[src/rtl/cc_speed_pkg.sv]
// ---------------------------------------------------------------------------
// cc_speed_pkg
// Shared constants for the speed time-base: data/level/tick widths, the
// level codes understood by the speed comparator, and the encoding of the
// cc_speedcounter control FSM.
// ---------------------------------------------------------------------------
package cc_speed_pkg;

    localparam int SPEEDCOUNTER_DATAWIDTH  = 23;
    localparam int SPEEDCOUNTER_LEVELWIDTH = 3;
    localparam int SPEEDCOUNTER_TICKWIDTH  = 8;

    // Level codes; any other code passes through and the comparator
    // treats it as its default threshold.
    localparam logic [SPEEDCOUNTER_LEVELWIDTH-1:0] LEVEL_A     = 3'd2;
    localparam logic [SPEEDCOUNTER_LEVELWIDTH-1:0] LEVEL_B     = 3'd4;
    localparam logic [SPEEDCOUNTER_LEVELWIDTH-1:0] LEVEL_C     = 3'd6;
    localparam logic [SPEEDCOUNTER_LEVELWIDTH-1:0] LEVEL_RESET = LEVEL_A;

    typedef enum logic [1:0] {
        ST_IDLE = 2'd0,   // paused, count held, level loads apply at once
        ST_RUN  = 2'd1,   // running, no level change waiting
        ST_PEND = 2'd2    // running, captured level waits for the terminal
    } speedState_t;

endpackage : cc_speed_pkg

[src/rtl/cc_speedcounter_if.sv]
// ---------------------------------------------------------------------------
// cc_speedcounter_if
// Bundles the control, comparator and output signals of cc_speedcounter.
//   master : game controller / comparator side (drives Enable, T0, LevelReq,
//            LevelLoad; observes count, level, ack, tick, tick count)
//   slave  : the speed counter itself
// ---------------------------------------------------------------------------
interface cc_speedcounter_if;
    import cc_speed_pkg::*;

    logic                                CC_SPEEDCOUNTER_Enable_In;
    logic                                CC_SPEEDCOUNTER_T0_InLow;
    logic [SPEEDCOUNTER_LEVELWIDTH-1:0]  CC_SPEEDCOUNTER_LevelReq_InBUS;
    logic                                CC_SPEEDCOUNTER_LevelLoad_In;
    logic [SPEEDCOUNTER_DATAWIDTH-1:0]   CC_SPEEDCOUNTER_data_OutBUS;
    logic [SPEEDCOUNTER_LEVELWIDTH-1:0]  CC_SPEEDCOUNTER_CurrentLevel_OutBUS;
    logic                                CC_SPEEDCOUNTER_LevelAck_Out;
    logic                                CC_SPEEDCOUNTER_Tick_Out;
    logic [SPEEDCOUNTER_TICKWIDTH-1:0]   CC_SPEEDCOUNTER_TickCount_OutBUS;

    modport master (
        output CC_SPEEDCOUNTER_Enable_In,
        output CC_SPEEDCOUNTER_T0_InLow,
        output CC_SPEEDCOUNTER_LevelReq_InBUS,
        output CC_SPEEDCOUNTER_LevelLoad_In,
        input  CC_SPEEDCOUNTER_data_OutBUS,
        input  CC_SPEEDCOUNTER_CurrentLevel_OutBUS,
        input  CC_SPEEDCOUNTER_LevelAck_Out,
        input  CC_SPEEDCOUNTER_Tick_Out,
        input  CC_SPEEDCOUNTER_TickCount_OutBUS
    );

    modport slave (
        input  CC_SPEEDCOUNTER_Enable_In,
        input  CC_SPEEDCOUNTER_T0_InLow,
        input  CC_SPEEDCOUNTER_LevelReq_InBUS,
        input  CC_SPEEDCOUNTER_LevelLoad_In,
        output CC_SPEEDCOUNTER_data_OutBUS,
        output CC_SPEEDCOUNTER_CurrentLevel_OutBUS,
        output CC_SPEEDCOUNTER_LevelAck_Out,
        output CC_SPEEDCOUNTER_Tick_Out,
        output CC_SPEEDCOUNTER_TickCount_OutBUS
    );

endinterface : cc_speedcounter_if

[src/rtl/cc_speedcounter.sv]
// ---------------------------------------------------------------------------
// cc_speedcounter
// Speed time-base: free-running count published to the level comparator,
// restarted on the comparator's active-low terminal flag with a one-cycle
// game tick. Level changes requested while running are held until the next
// period boundary so that no tick period is ever truncated.
//   CC_SPEEDCOUNTER_CLOCK_50     : 50 MHz system clock
//   CC_SPEEDCOUNTER_RESET_InLow  : asynchronous reset, active low
//   speedBus (slave)             : enable / T0 / level request+strobe in;
//                                  count, level, ack, tick, tick count out
// All outputs come straight from registers.
// ---------------------------------------------------------------------------
module cc_speedcounter
    import cc_speed_pkg::*;
(
    input  logic              CC_SPEEDCOUNTER_CLOCK_50,
    input  logic              CC_SPEEDCOUNTER_RESET_InLow,
    cc_speedcounter_if.slave  speedBus
);

    logic [SPEEDCOUNTER_DATAWIDTH-1:0]  countReg;
    logic [SPEEDCOUNTER_LEVELWIDTH-1:0] levelReg;
    logic [SPEEDCOUNTER_LEVELWIDTH-1:0] pendingReg;
    logic [SPEEDCOUNTER_TICKWIDTH-1:0]  tickCountReg;
    logic                               tickReg;
    logic                               ackReg;
    speedState_t                        stateReg;

    logic enable;
    logic terminal;
    logic levelLoad;
    logic [SPEEDCOUNTER_LEVELWIDTH-1:0] levelReq;

    assign enable    = speedBus.CC_SPEEDCOUNTER_Enable_In;
    assign levelLoad = speedBus.CC_SPEEDCOUNTER_LevelLoad_In;
    assign levelReq  = speedBus.CC_SPEEDCOUNTER_LevelReq_InBUS;
    // T0 is only meaningful while counting; when paused it is ignored.
    assign terminal  = enable && !speedBus.CC_SPEEDCOUNTER_T0_InLow;

    always_ff @(posedge CC_SPEEDCOUNTER_CLOCK_50 or negedge CC_SPEEDCOUNTER_RESET_InLow) begin
        if (!CC_SPEEDCOUNTER_RESET_InLow) begin
            countReg     <= '0;
            levelReg     <= LEVEL_RESET;
            pendingReg   <= LEVEL_RESET;
            tickCountReg <= '0;
            tickReg      <= 1'b0;
            ackReg       <= 1'b0;
            stateReg     <= ST_IDLE;
        end else begin
            tickReg <= 1'b0;
            ackReg  <= 1'b0;

            // Count path: freezes at the edge where Enable is low, wraps
            // silently at all-ones unless the comparator flags terminal.
            if (enable) begin
                if (terminal) begin
                    countReg     <= '0;
                    tickReg      <= 1'b1;
                    tickCountReg <= tickCountReg + SPEEDCOUNTER_TICKWIDTH'(1);
                end else begin
                    countReg <= countReg + SPEEDCOUNTER_DATAWIDTH'(1);
                end
            end

            // Level / control FSM
            case (stateReg)
                ST_IDLE: begin
                    if (levelLoad) begin
                        levelReg <= levelReq;
                        ackReg   <= 1'b1;
                    end
                    if (enable) begin
                        stateReg <= ST_RUN;
                    end
                end
                ST_RUN: begin
                    if (!enable) begin
                        stateReg <= ST_IDLE;
                        if (levelLoad) begin
                            levelReg <= levelReq;
                            ackReg   <= 1'b1;
                        end
                    end else if (levelLoad) begin
                        // A load coinciding with a terminal still waits for
                        // the following boundary.
                        pendingReg <= levelReq;
                        stateReg   <= ST_PEND;
                    end
                end
                ST_PEND: begin
                    if (!enable) begin
                        // Pausing flushes the pending level; a fresh load in
                        // the same cycle is the newest request and wins.
                        stateReg <= ST_IDLE;
                        levelReg <= levelLoad ? levelReq : pendingReg;
                        ackReg   <= 1'b1;
                    end else begin
                        if (terminal) begin
                            levelReg <= pendingReg;
                            ackReg   <= 1'b1;
                        end
                        if (levelLoad) begin
                            pendingReg <= levelReq;
                        end else if (terminal) begin
                            stateReg <= ST_RUN;
                        end
                    end
                end
                default: stateReg <= ST_IDLE;
            endcase
        end
    end

    assign speedBus.CC_SPEEDCOUNTER_data_OutBUS         = countReg;
    assign speedBus.CC_SPEEDCOUNTER_CurrentLevel_OutBUS = levelReg;
    assign speedBus.CC_SPEEDCOUNTER_LevelAck_Out        = ackReg;
    assign speedBus.CC_SPEEDCOUNTER_Tick_Out            = tickReg;
    assign speedBus.CC_SPEEDCOUNTER_TickCount_OutBUS    = tickCountReg;

endmodule : cc_speedcounter
[src/flat_wrapper.sv]
// flat-port wrapper written by rule: the top's interface ports become plain ports
module cc_speedcounter_flat import cc_speed_pkg::*;
  (CC_SPEEDCOUNTER_CLOCK_50, CC_SPEEDCOUNTER_RESET_InLow, speedBus_CC_SPEEDCOUNTER_Enable_In, speedBus_CC_SPEEDCOUNTER_T0_InLow, speedBus_CC_SPEEDCOUNTER_LevelReq_InBUS, speedBus_CC_SPEEDCOUNTER_LevelLoad_In, speedBus_CC_SPEEDCOUNTER_data_OutBUS, speedBus_CC_SPEEDCOUNTER_CurrentLevel_OutBUS, speedBus_CC_SPEEDCOUNTER_LevelAck_Out, speedBus_CC_SPEEDCOUNTER_Tick_Out, speedBus_CC_SPEEDCOUNTER_TickCount_OutBUS);
  cc_speedcounter_if speedBus_i ();
  input  logic CC_SPEEDCOUNTER_CLOCK_50;
  input  logic CC_SPEEDCOUNTER_RESET_InLow;
  input wire logic [$bits(speedBus_i.CC_SPEEDCOUNTER_Enable_In)-1:0] speedBus_CC_SPEEDCOUNTER_Enable_In;
  input wire logic [$bits(speedBus_i.CC_SPEEDCOUNTER_T0_InLow)-1:0] speedBus_CC_SPEEDCOUNTER_T0_InLow;
  input wire logic [$bits(speedBus_i.CC_SPEEDCOUNTER_LevelReq_InBUS)-1:0] speedBus_CC_SPEEDCOUNTER_LevelReq_InBUS;
  input wire logic [$bits(speedBus_i.CC_SPEEDCOUNTER_LevelLoad_In)-1:0] speedBus_CC_SPEEDCOUNTER_LevelLoad_In;
  output wire logic [$bits(speedBus_i.CC_SPEEDCOUNTER_data_OutBUS)-1:0] speedBus_CC_SPEEDCOUNTER_data_OutBUS;
  output wire logic [$bits(speedBus_i.CC_SPEEDCOUNTER_CurrentLevel_OutBUS)-1:0] speedBus_CC_SPEEDCOUNTER_CurrentLevel_OutBUS;
  output wire logic [$bits(speedBus_i.CC_SPEEDCOUNTER_LevelAck_Out)-1:0] speedBus_CC_SPEEDCOUNTER_LevelAck_Out;
  output wire logic [$bits(speedBus_i.CC_SPEEDCOUNTER_Tick_Out)-1:0] speedBus_CC_SPEEDCOUNTER_Tick_Out;
  output wire logic [$bits(speedBus_i.CC_SPEEDCOUNTER_TickCount_OutBUS)-1:0] speedBus_CC_SPEEDCOUNTER_TickCount_OutBUS;
  assign speedBus_i.CC_SPEEDCOUNTER_Enable_In = speedBus_CC_SPEEDCOUNTER_Enable_In;
  assign speedBus_i.CC_SPEEDCOUNTER_T0_InLow = speedBus_CC_SPEEDCOUNTER_T0_InLow;
  assign speedBus_i.CC_SPEEDCOUNTER_LevelReq_InBUS = speedBus_CC_SPEEDCOUNTER_LevelReq_InBUS;
  assign speedBus_i.CC_SPEEDCOUNTER_LevelLoad_In = speedBus_CC_SPEEDCOUNTER_LevelLoad_In;
  assign speedBus_CC_SPEEDCOUNTER_data_OutBUS = speedBus_i.CC_SPEEDCOUNTER_data_OutBUS;
  assign speedBus_CC_SPEEDCOUNTER_CurrentLevel_OutBUS = speedBus_i.CC_SPEEDCOUNTER_CurrentLevel_OutBUS;
  assign speedBus_CC_SPEEDCOUNTER_LevelAck_Out = speedBus_i.CC_SPEEDCOUNTER_LevelAck_Out;
  assign speedBus_CC_SPEEDCOUNTER_Tick_Out = speedBus_i.CC_SPEEDCOUNTER_Tick_Out;
  assign speedBus_CC_SPEEDCOUNTER_TickCount_OutBUS = speedBus_i.CC_SPEEDCOUNTER_TickCount_OutBUS;
  cc_speedcounter u_core (.CC_SPEEDCOUNTER_CLOCK_50(CC_SPEEDCOUNTER_CLOCK_50), .CC_SPEEDCOUNTER_RESET_InLow(CC_SPEEDCOUNTER_RESET_InLow), .speedBus(speedBus_i));
endmodule
[config.mk]
export PLATFORM = sky130hd
export DESIGN_NAME = cc_speedcounter_flat
export DESIGN_NICKNAME = d
export VERILOG_FILES = /design/src/rtl/cc_speed_pkg.sv /design/src/rtl/cc_speedcounter_if.sv /design/src/rtl/cc_speedcounter.sv /design/src/flat_wrapper.sv
export SDC_FILE = /design/constraint.sdc
export NUM_CORES = 1
export LEC_CHECK = 0
export BUFFER_PORTS_ARGS = -buffer_cell sky130_fd_sc_hd__buf_4
export CORE_ASPECT_RATIO = 0.5
export CORE_UTILIZATION = 45
export DETAILED_ROUTE_END_ITERATION = 6
export GPL_ROUTABILITY_DRIVEN = 0
export PLACE_DENSITY = 0.68
export SETUP_SLACK_MARGIN = 0.3
export SYNTH_ARGS = -nofsm -noshare
export SYNTH_HDL_FRONTEND = slang
export SYNTH_SLANG_ARGS = --single-unit
[constraint.sdc]
create_clock -name CC_SPEEDCOUNTER_CLOCK_50 -period 2.79 [get_ports CC_SPEEDCOUNTER_CLOCK_50]
set_clock_uncertainty 0.2 [all_clocks]
set_input_delay 0.4185 -clock CC_SPEEDCOUNTER_CLOCK_50 [delete_from_list [all_inputs] [get_ports CC_SPEEDCOUNTER_CLOCK_50]]
set_output_delay 0.4185 -clock CC_SPEEDCOUNTER_CLOCK_50 [all_outputs]
set_load 0.05 [all_outputs]
==> impl_metrics.toml, run 1 <==
[detailed_routing]
wl_per_cell_um = 13.2
routed_via_density = 5.39
drc = 0
via_count = 1675
drt-total-wl_um = 4120
antenna_left = 0
initialDrtViolationCount = 90
dr.pass1.iters = 4

[worst_setup_path]
critPathMaxStageDelay_ns = 0.65
crit_fanout = 7
start_kind = "register"
cp_slowest_cell = "or4_1"
worstPathCellList = "ha_1 -> nand3_1 -> or4_1 -> or4_1 -> o21ai_0"
ff2ff_setup_slack_ns = 0.46
reg2reg_depth = 5
critPathKind = "register to register"
r2r-end = "u_core.speedBus.CC_SPEEDCOUNTER_data_OutBUS[22]$_DFFE_PN0P_"
endpoint_kind = "register"
crit_path_frequent_cell = "or4_1"
crit_arrival_ns = 2.35
required_ns = 2.81
rr_startpoint = "u_core.speedBus.CC_SPEEDCOUNTER_data_OutBUS[0]$_DFFE_PN0P_"

[floorplan]
start_util_pct = 49.8
die_h_um = 49.8
coreArea_um2 = 4120
num_rows = 16
ios = 44
die_x_um = 97.6
die_area_um2 = 4860

[logic_synthesis]
async_flop_share_pct = 100
synth_edf_count = 0
synthCells = 210
ys_types = 37
synth.avg_cell_area_um2 = 9.79
ys_warn_count = 0
yosys_register_bits = 41
syn_nets = 224
yosysSeqAreaShare_pct = 50.0
synth_area_um2 = 2060
synth_top_flop_cell = "dfrtp_1"

[sta]
timing.final.ws_setup_ns = 0.462
timing.final.max_slew_violations = 0
period_needed_ns = 2.33
rsz0062_at_grt = "no"
setup_violations = 0
max_freq_mhz = 429
hold_ws_ns = 0.175
setup_tns_ns = 0
max_slew_margin_pct = 52.3
tightestPinTransition_ns = 0.715
finalCritPeriodShare_pct = 83.5
finalHoldViolations = 0

[power]
p_leak_nw = 1.18
p_per_area_nw_per_um2 = 790
fin_total_pwr_w = 0.00202
vdd_drop_max_mv = 0.405

[global_route]
grt_pass1_wl_um = 7170
grtUsageTotal_pct = 18.6
top_usage_layer = "met2"
met2_usage_pct = 28.4
overflow = 0
gr-usage-met3_pct = 5.11
grt_max_degree = 42
grt_pass1_vias = 1545
antenna_found_initial = 0
grtUsageMet1_pct = 26.6

[cts]
ctsResizeCount = 0
insertion_delay_ns = 0.29
cts_buffers = 5
clk_pin_slew_worst_paths_ns = 0.09
cts.sinks = 41
hold_buffers = 1
cts_root_buf = "clkbuf_8"
cts.path.max_buffers = 2
cts_tree = "yes"
h-tree-depth = 2
postCtsSetupBuffers = 0

[placement]
dp_hpwl_um = 3000
dp_slack_ns = 0.469
numPortBuffers = 43

[worst_hold_path]
whs_path_depth = 2
worstHoldStart = "speedBus_CC_SPEEDCOUNTER_LevelReq_InBUS[0]"
holdPathEnd = "u_core.pendingReg[0]$_DFFE_PN0P_"
holdCritPathClass = "input port to register"

[layout]
drive_gt1_share_pct = 25.7
area_growth_pct = 24.3
nets = 270
antennaDiodeCount = 0

[job]
drv_cap = 0

[status]
status = "finished, final reports clean"
cell families (layout without fill, tap and decap cells):
logic type                 count (synthesis)  count (layout)  share of synthesized area [%]
AOI/OAI and AO/OA                         36              36                           10.3
xor gates and xnor gates                  13              13                           5.54
adders and majority gates                  6               6                           3.65
buffers and inverters                     20              67                           4.14
DFF                                       41              41                           50.0
muxes                                     10              10                           5.11
and+or+nand+nor                           84              84                           21.2
cells in the final DEF (no fill, tap or decap), types with 2 or more instances in the layout:
master,instances
buf_4,46
dfrtp_1,37
nand2_1,21
nor2_1,17
a21oi_1,14
xnor2_1,13
inv_1,12
nand3_1,12
o21ai_0,10
mux2i_1,6
ha_1,6
or4_1,5
nor3_1,5
clkbuf_8,5
mux2_2,4
nor4_1,4
nand4_1,4
or3_1,3
and4_1,3
a221oi_1,2
nand2b_1,2
a31o_2,2
nor3b_1,2
o22ai_1,2
nand3b_1,2
o211ai_1,2
dfstp_2,2
dfrtp_2,2
through the flow:
stage / util [%] / cell area (µm²) / std cells
floorplan: - / 2060 / 210
global placement: 59.0 / 2430 / 302
detailed placement: 59.0 / 2430 / 302
CTS: 62.0 / 2560 / 311
global route: 62.0 / 2560 / 311
finish: 62.0 / 2560 / 311
area by class of cell:
type | count | area, µm²
Timing Repair Buffer | 47 | 355
Inverter | 12 | 45.0
Fill cell | 357 | 1570
Multi-Input combinational cell | 149 | 942
Clock inverter | 3 | 46.3
Tap cell | 54 | 67.6
Sequential cell | 41 | 1030
Clock buffer | 5 | 68.8
sequential cells by signal, summed over array words and instances (netlist names):
| register | flops |
|---|---|
| u_core.pendingReg | 3 |
| u_core.speedBus.CC_SPEEDCOUNTER_CurrentLevel_OutBUS | 3 |
| u_core.speedBus.CC_SPEEDCOUNTER_LevelAck_Out | 1 |
| u_core.speedBus.CC_SPEEDCOUNTER_TickCount_OutBUS | 8 |
| u_core.speedBus.CC_SPEEDCOUNTER_Tick_Out | 1 |
| u_core.speedBus.CC_SPEEDCOUNTER_data_OutBUS | 23 |
| u_core.stateReg | 2 |
report_power, final:
part	total (W)	internal, W	switching (W)
Clock	0.000481	0.000268	0.000213
Combinational	0.000716	0.000250	0.000466
Sequential	0.000822	0.000716	0.000105
layer usage:
layer | part of all wire (%) | wire length, µm | vias to the layer above
met5 | 0 | 0 | -
met1 | 50 | 2060 | 796
li1 | - | - | 839
met3 | 4.7 | 192 | 2
met4 | 0.46 | 19 | 0
met2 | 45 | 1840 | 38
worst max-delay path by stage:
stage	endpoint	cells past startpoint	from	slack, ns
6_report	u_core.speedBus.CC_SPEEDCOUNTER_data_OutBUS[22]$_DFFE_PN0P_	5	u_core.speedBus.CC_SPEEDCOUNTER_data_OutBUS[0]$_DFFE_PN0P_	0.46
5_1_grt	u_core.speedBus.CC_SPEEDCOUNTER_data_OutBUS[22]$_DFFE_PN0P_	5	u_core.speedBus.CC_SPEEDCOUNTER_data_OutBUS[0]$_DFFE_PN0P_	0.31
4_1_cts	u_core.speedBus.CC_SPEEDCOUNTER_data_OutBUS[22]$_DFFE_PN0P_	5	u_core.speedBus.CC_SPEEDCOUNTER_data_OutBUS[0]$_DFFE_PN0P_	0.45
3_5_place_dp	u_core.speedBus.CC_SPEEDCOUNTER_data_OutBUS[22]$_DFFE_PN0P_	5	u_core.speedBus.CC_SPEEDCOUNTER_data_OutBUS[0]$_DFFE_PN0P_	0.47
3_3_place_gp	u_core.speedBus.CC_SPEEDCOUNTER_data_OutBUS[22]$_DFFE_PN0P_	5	u_core.speedBus.CC_SPEEDCOUNTER_data_OutBUS[0]$_DFFE_PN0P_	0.54
2_1_floorplan	u_core.speedBus.CC_SPEEDCOUNTER_data_OutBUS[22]$_DFFE_PN0P_	5	u_core.speedBus.CC_SPEEDCOUNTER_data_OutBUS[3]$_DFFE_PN0P_	0.40
cell usage after synthesis (all sizes together), types with 3 or more instances:
library cell | count | area share [%]
mux2i | 6 | 2.9
or4 | 5 | 1.8
nand4 | 5 | 1.8
ha | 6 | 3.7
o21ai | 10 | 2.4
mux2 | 4 | 2.2
or3 | 4 | 1.3
a21oi | 14 | 3.4
inv | 12 | 2.2
nor3 | 5 | 1.2
and4 | 3 | 1.3
xnor2 | 13 | 5.5
nor2 | 17 | 3.1
nand3 | 12 | 2.9
clkbuf | 6 | 1.2
dfrtp | 39 | 47
nand2 | 21 | 3.8
nor4 | 4 | 1.2
critical path, delay by kind of cell (launching register included):
family                     cells  cell delay, ns
adders and majority gates      1            0.19
and+or+nand+nor                3            1.38
AOI/OAI and AO/OA              1            0.08
DFF                            1            0.41
(Power assumes the default switching activity.)
==> run 2: changes to the inputs <==
--- a/config.mk
+++ b/config.mk
@@ -5,12 +5,13 @@
 export SDC_FILE = /design/constraint.sdc
 export NUM_CORES = 1
 export LEC_CHECK = 0
+export ABC_AREA = 1
 export BUFFER_PORTS_ARGS = -buffer_cell sky130_fd_sc_hd__buf_4
 export CORE_ASPECT_RATIO = 0.5
 export CORE_UTILIZATION = 45
 export DETAILED_ROUTE_END_ITERATION = 6
 export GPL_ROUTABILITY_DRIVEN = 0
-export PLACE_DENSITY = 0.68
+export PLACE_DENSITY = 0.7
 export SETUP_SLACK_MARGIN = 0.3
 export SYNTH_ARGS = -nofsm -noshare
 export SYNTH_HDL_FRONTEND = slang
==> constraint.sdc (replaced) <==
create_clock -name CC_SPEEDCOUNTER_CLOCK_50 -period 1.9 [get_ports CC_SPEEDCOUNTER_CLOCK_50]
set_clock_uncertainty 0.2 [all_clocks]
set_input_delay 0.285 -clock CC_SPEEDCOUNTER_CLOCK_50 [delete_from_list [all_inputs] [get_ports CC_SPEEDCOUNTER_CLOCK_50]]
set_output_delay 0.285 -clock CC_SPEEDCOUNTER_CLOCK_50 [all_outputs]
set_load 0.05 [all_outputs]
==> run 2 against run 1 <==
  * Via count increased by 27%
  * Clock-buffer cell count unchanged
  * Critical endpoint is now speedBus_CC_SPEEDCOUNTER_data_OutBUS[0]
  * Total power increased by 61%
  * Critical path depth decreased by 3
  * Largest power group is now combinational cells
  * Sequential share of layout area decreased by 4.3 points
  * Register-to-register slack got worse by 0.10 ns
  * Global-route usage increased by 2.8 points
  * Sequential power increased by 55%
==> impl_metrics.toml, run 2 <==
[cts]
cts_tree = "yes"
cts_root_buf = "clkbuf_8"
clk_pin_slew_worst_paths_ns = 0.09
cts.path.max_buffers = 2
h-tree-depth = 2
insertion_delay_ns = 0.31
cts.sinks = 41
cts_buffers = 5

[logic_synthesis]
ys_top_cells_by_area = "dfrtp_1, nand2_1, nor2_1"
yosys_register_bits = 41
synthCells = 310
synth.avg_cell_area_um2 = 7.43
syn_nets = 324
synth_most_common_cell = "nand2_1"
synth_top_flop_cell = "dfrtp_1"
synth_top_area_share_pct = 42.3
yosysSeqAreaShare_pct = 44.6
async_flop_share_pct = 100
ys_warn_count = 0
yosys.area.top_type = "dfrtp_1"
synth_edf_count = 0
ys_types = 28
synth_area_um2 = 2300
ys_top_cells_by_count = "nand2_1, nor2_1, dfrtp_1, inv_1, a21oi_1"

[worst_setup_path]
crit_arrival_ns = 1.10
rr_startpoint = "u_core.stateReg[0]$_DFFE_PN0P_"
critPathKind = "register to primary output"
required_ns = 1.41
start_kind = "register"
ff2ff_setup_slack_ns = 0.36
endpoint_kind = "primary output"
crit_fanout = 4
reg2reg_depth = 7

[detailed_routing]
drc = 0
initialDrtViolationCount = 52
drt-total-wl_um = 5180
antenna_left = 0
via_count = 2123
wl_per_cell_um = 12.0
dr.pass1.iters = 4
routed_via_density = 4.93

[layout]
area_growth_pct = 26.5
seqCellArea_um2 = 1050
drive_gt1_share_pct = 28.5
antennaDiodeCount = 0
multi_input_area_um2 = 1150
largest_reg_flops = 23
final_common_cell = "nand2_1"
num-fill-cells = 425
layout_common_cells = "nand2_1, buf_4, nor2_1"
nets = 378

[sta]
max_freq_mhz = 630
setup_tns_ns = 0
max_slew_margin_pct = 64.8
finalHoldViolations = 0
timing.final.max_slew_violations = 0
setup_violations = 0
timing.final.ws_setup_ns = 0.313
rsz0062_at_grt = "yes"
tightestPinTransition_ns = 0.529
finalCritPeriodShare_pct = 83.5
period_needed_ns = 1.59

[global_route]
grt_max_degree = 42
antenna_found_initial = 0
grtUsageTotal_pct = 21.4
grt_pass1_wl_um = 8620
grt_pass1_vias = 1920
overflow = 0

[status]
status = "finished, final reports clean"

[power]
p_leak_nw = 1.40
vdd_drop_max_mv = 1.01
p_per_area_nw_per_um2 = 1110
fin_total_pwr_w = 0.00325

[job]
drv_cap = 0

[floorplan]
die_h_um = 52.6
die_area_um2 = 5430
die_x_um = 103
ios = 44
start_util_pct = 49.5
num_rows = 17
coreArea_um2 = 4660

[worst_hold_path]
whs_path_depth = 3
holdCritPathClass = "input port to register"
holdPathEnd = "u_core.speedBus.CC_SPEEDCOUNTER_data_OutBUS[1]$_DFFE_PN0P_"
worstHoldStart = "speedBus_CC_SPEEDCOUNTER_T0_InLow"

[placement]
dp_hpwl_um = 3760
dp_slack_ns = 0.151
numPortBuffers = 43
[run 2: worst max-delay path by stage]
| stage | startpoint | endpoint | slack, ns | depth (start not counted) |
|---|---|---|---|---|
| after global placement | u_core.stateReg[0]$_DFFE_PN0P_ | register | 0.23 | 7 |
| after detailed placement | u_core.stateReg[0]$_DFFE_PN0P_ | register | 0.15 | 7 |
| after CTS | u_core.stateReg[0]$_DFFE_PN0P_ | register | 0.30 | 7 |
| final | u_core.speedBus.CC_SPEEDCOUNTER_data_OutBUS[0]$_DFFE_PN0P_ | speedBus_CC_SPEEDCOUNTER_data_OutBUS[0] | 0.31 | 2 |
| after global routing | u_core.stateReg[1]$_DFFE_PN0P_ | u_core.stateReg[1]$_DFFE_PN0P_ | 0.27 | 9 |
| after floorplan | u_core.speedBus.CC_SPEEDCOUNTER_data_OutBUS[0]$_DFFE_PN0P_ | u_core.speedBus.CC_SPEEDCOUNTER_data_OutBUS[18]$_DFFE_PN0P_ | 0.25 | 8 |
[run 2: worst max-delay path: stages, from the launching register on]
cell and delay (ns):
dfrtp_2 0.46, buf_4 0.15, buf_4 0.18
[run 2: power breakdown]
part	total, W	internal, W	switching [W]
combinational	0.00136	0.000460	0.000905
sequential	0.00127	0.00108	0.000190
clock	0.000618	0.000265	0.000353
total	0.00325	0.00180	0.00145
[run 2: per-layer routing]
layer,vias to the layer above,routed length [µm],GRT usage [%]
met3,14,246,5.20
met1,974,2490,27.8
li1,1083,-,-
met4,0,87,8.69
met5,-,0,0
met2,52,2360,34.7
[run 2: cell type report]
type / instances / area share, %
clock inverters: 3 / 0.858
repair buffers: 53 / 13.7
inverters: 37 / 4.85
flip-flops and latches: 41 / 36.1
clock buffers: 5 / 2.36
multi-input cells: 226 / 39.3
well taps: 66 / 2.83
[run 2: cell families after synthesis]
family / count (synthesis) / synth area share [%]
AND/OR/NAND/NOR: 170 / 32.2
AO/OA/AOI/OAI: 44 / 9.77
buffers and inverters: 43 / 7.82
flip-flops: 41 / 44.6
XOR/XNOR: 6 / 2.28
adder cells (fa/ha/maj): 6 / 3.26
[run 2: what timing repair did]
| item | CTS | global route |
|---|---|---|
| cloned | 0 | 0 |
| setup buffers | 2 | 4 |
| endpoints found under the setup margin | 5 | 16 |
| hold buffers | 1 | 0 |
| resized for setup | 3 | 8 |
| pin swaps | 0 | 3 |
| endpoints found under the hold margin | 39 | 0 |
[run 2: per-stage QoR]
stage                     instances  area [µm²]  hold WS [ns]  util (%)
after floorplan                 310        2350        -0.211         -
after global placement          416        2740        0.0992      58.7
after detailed placement        416        2740         0.104      58.7
after CTS                       427        2870        0.0455      61.6
after global routing            431        2920        0.0599      62.6
final                           431        2920        0.0463      62.6
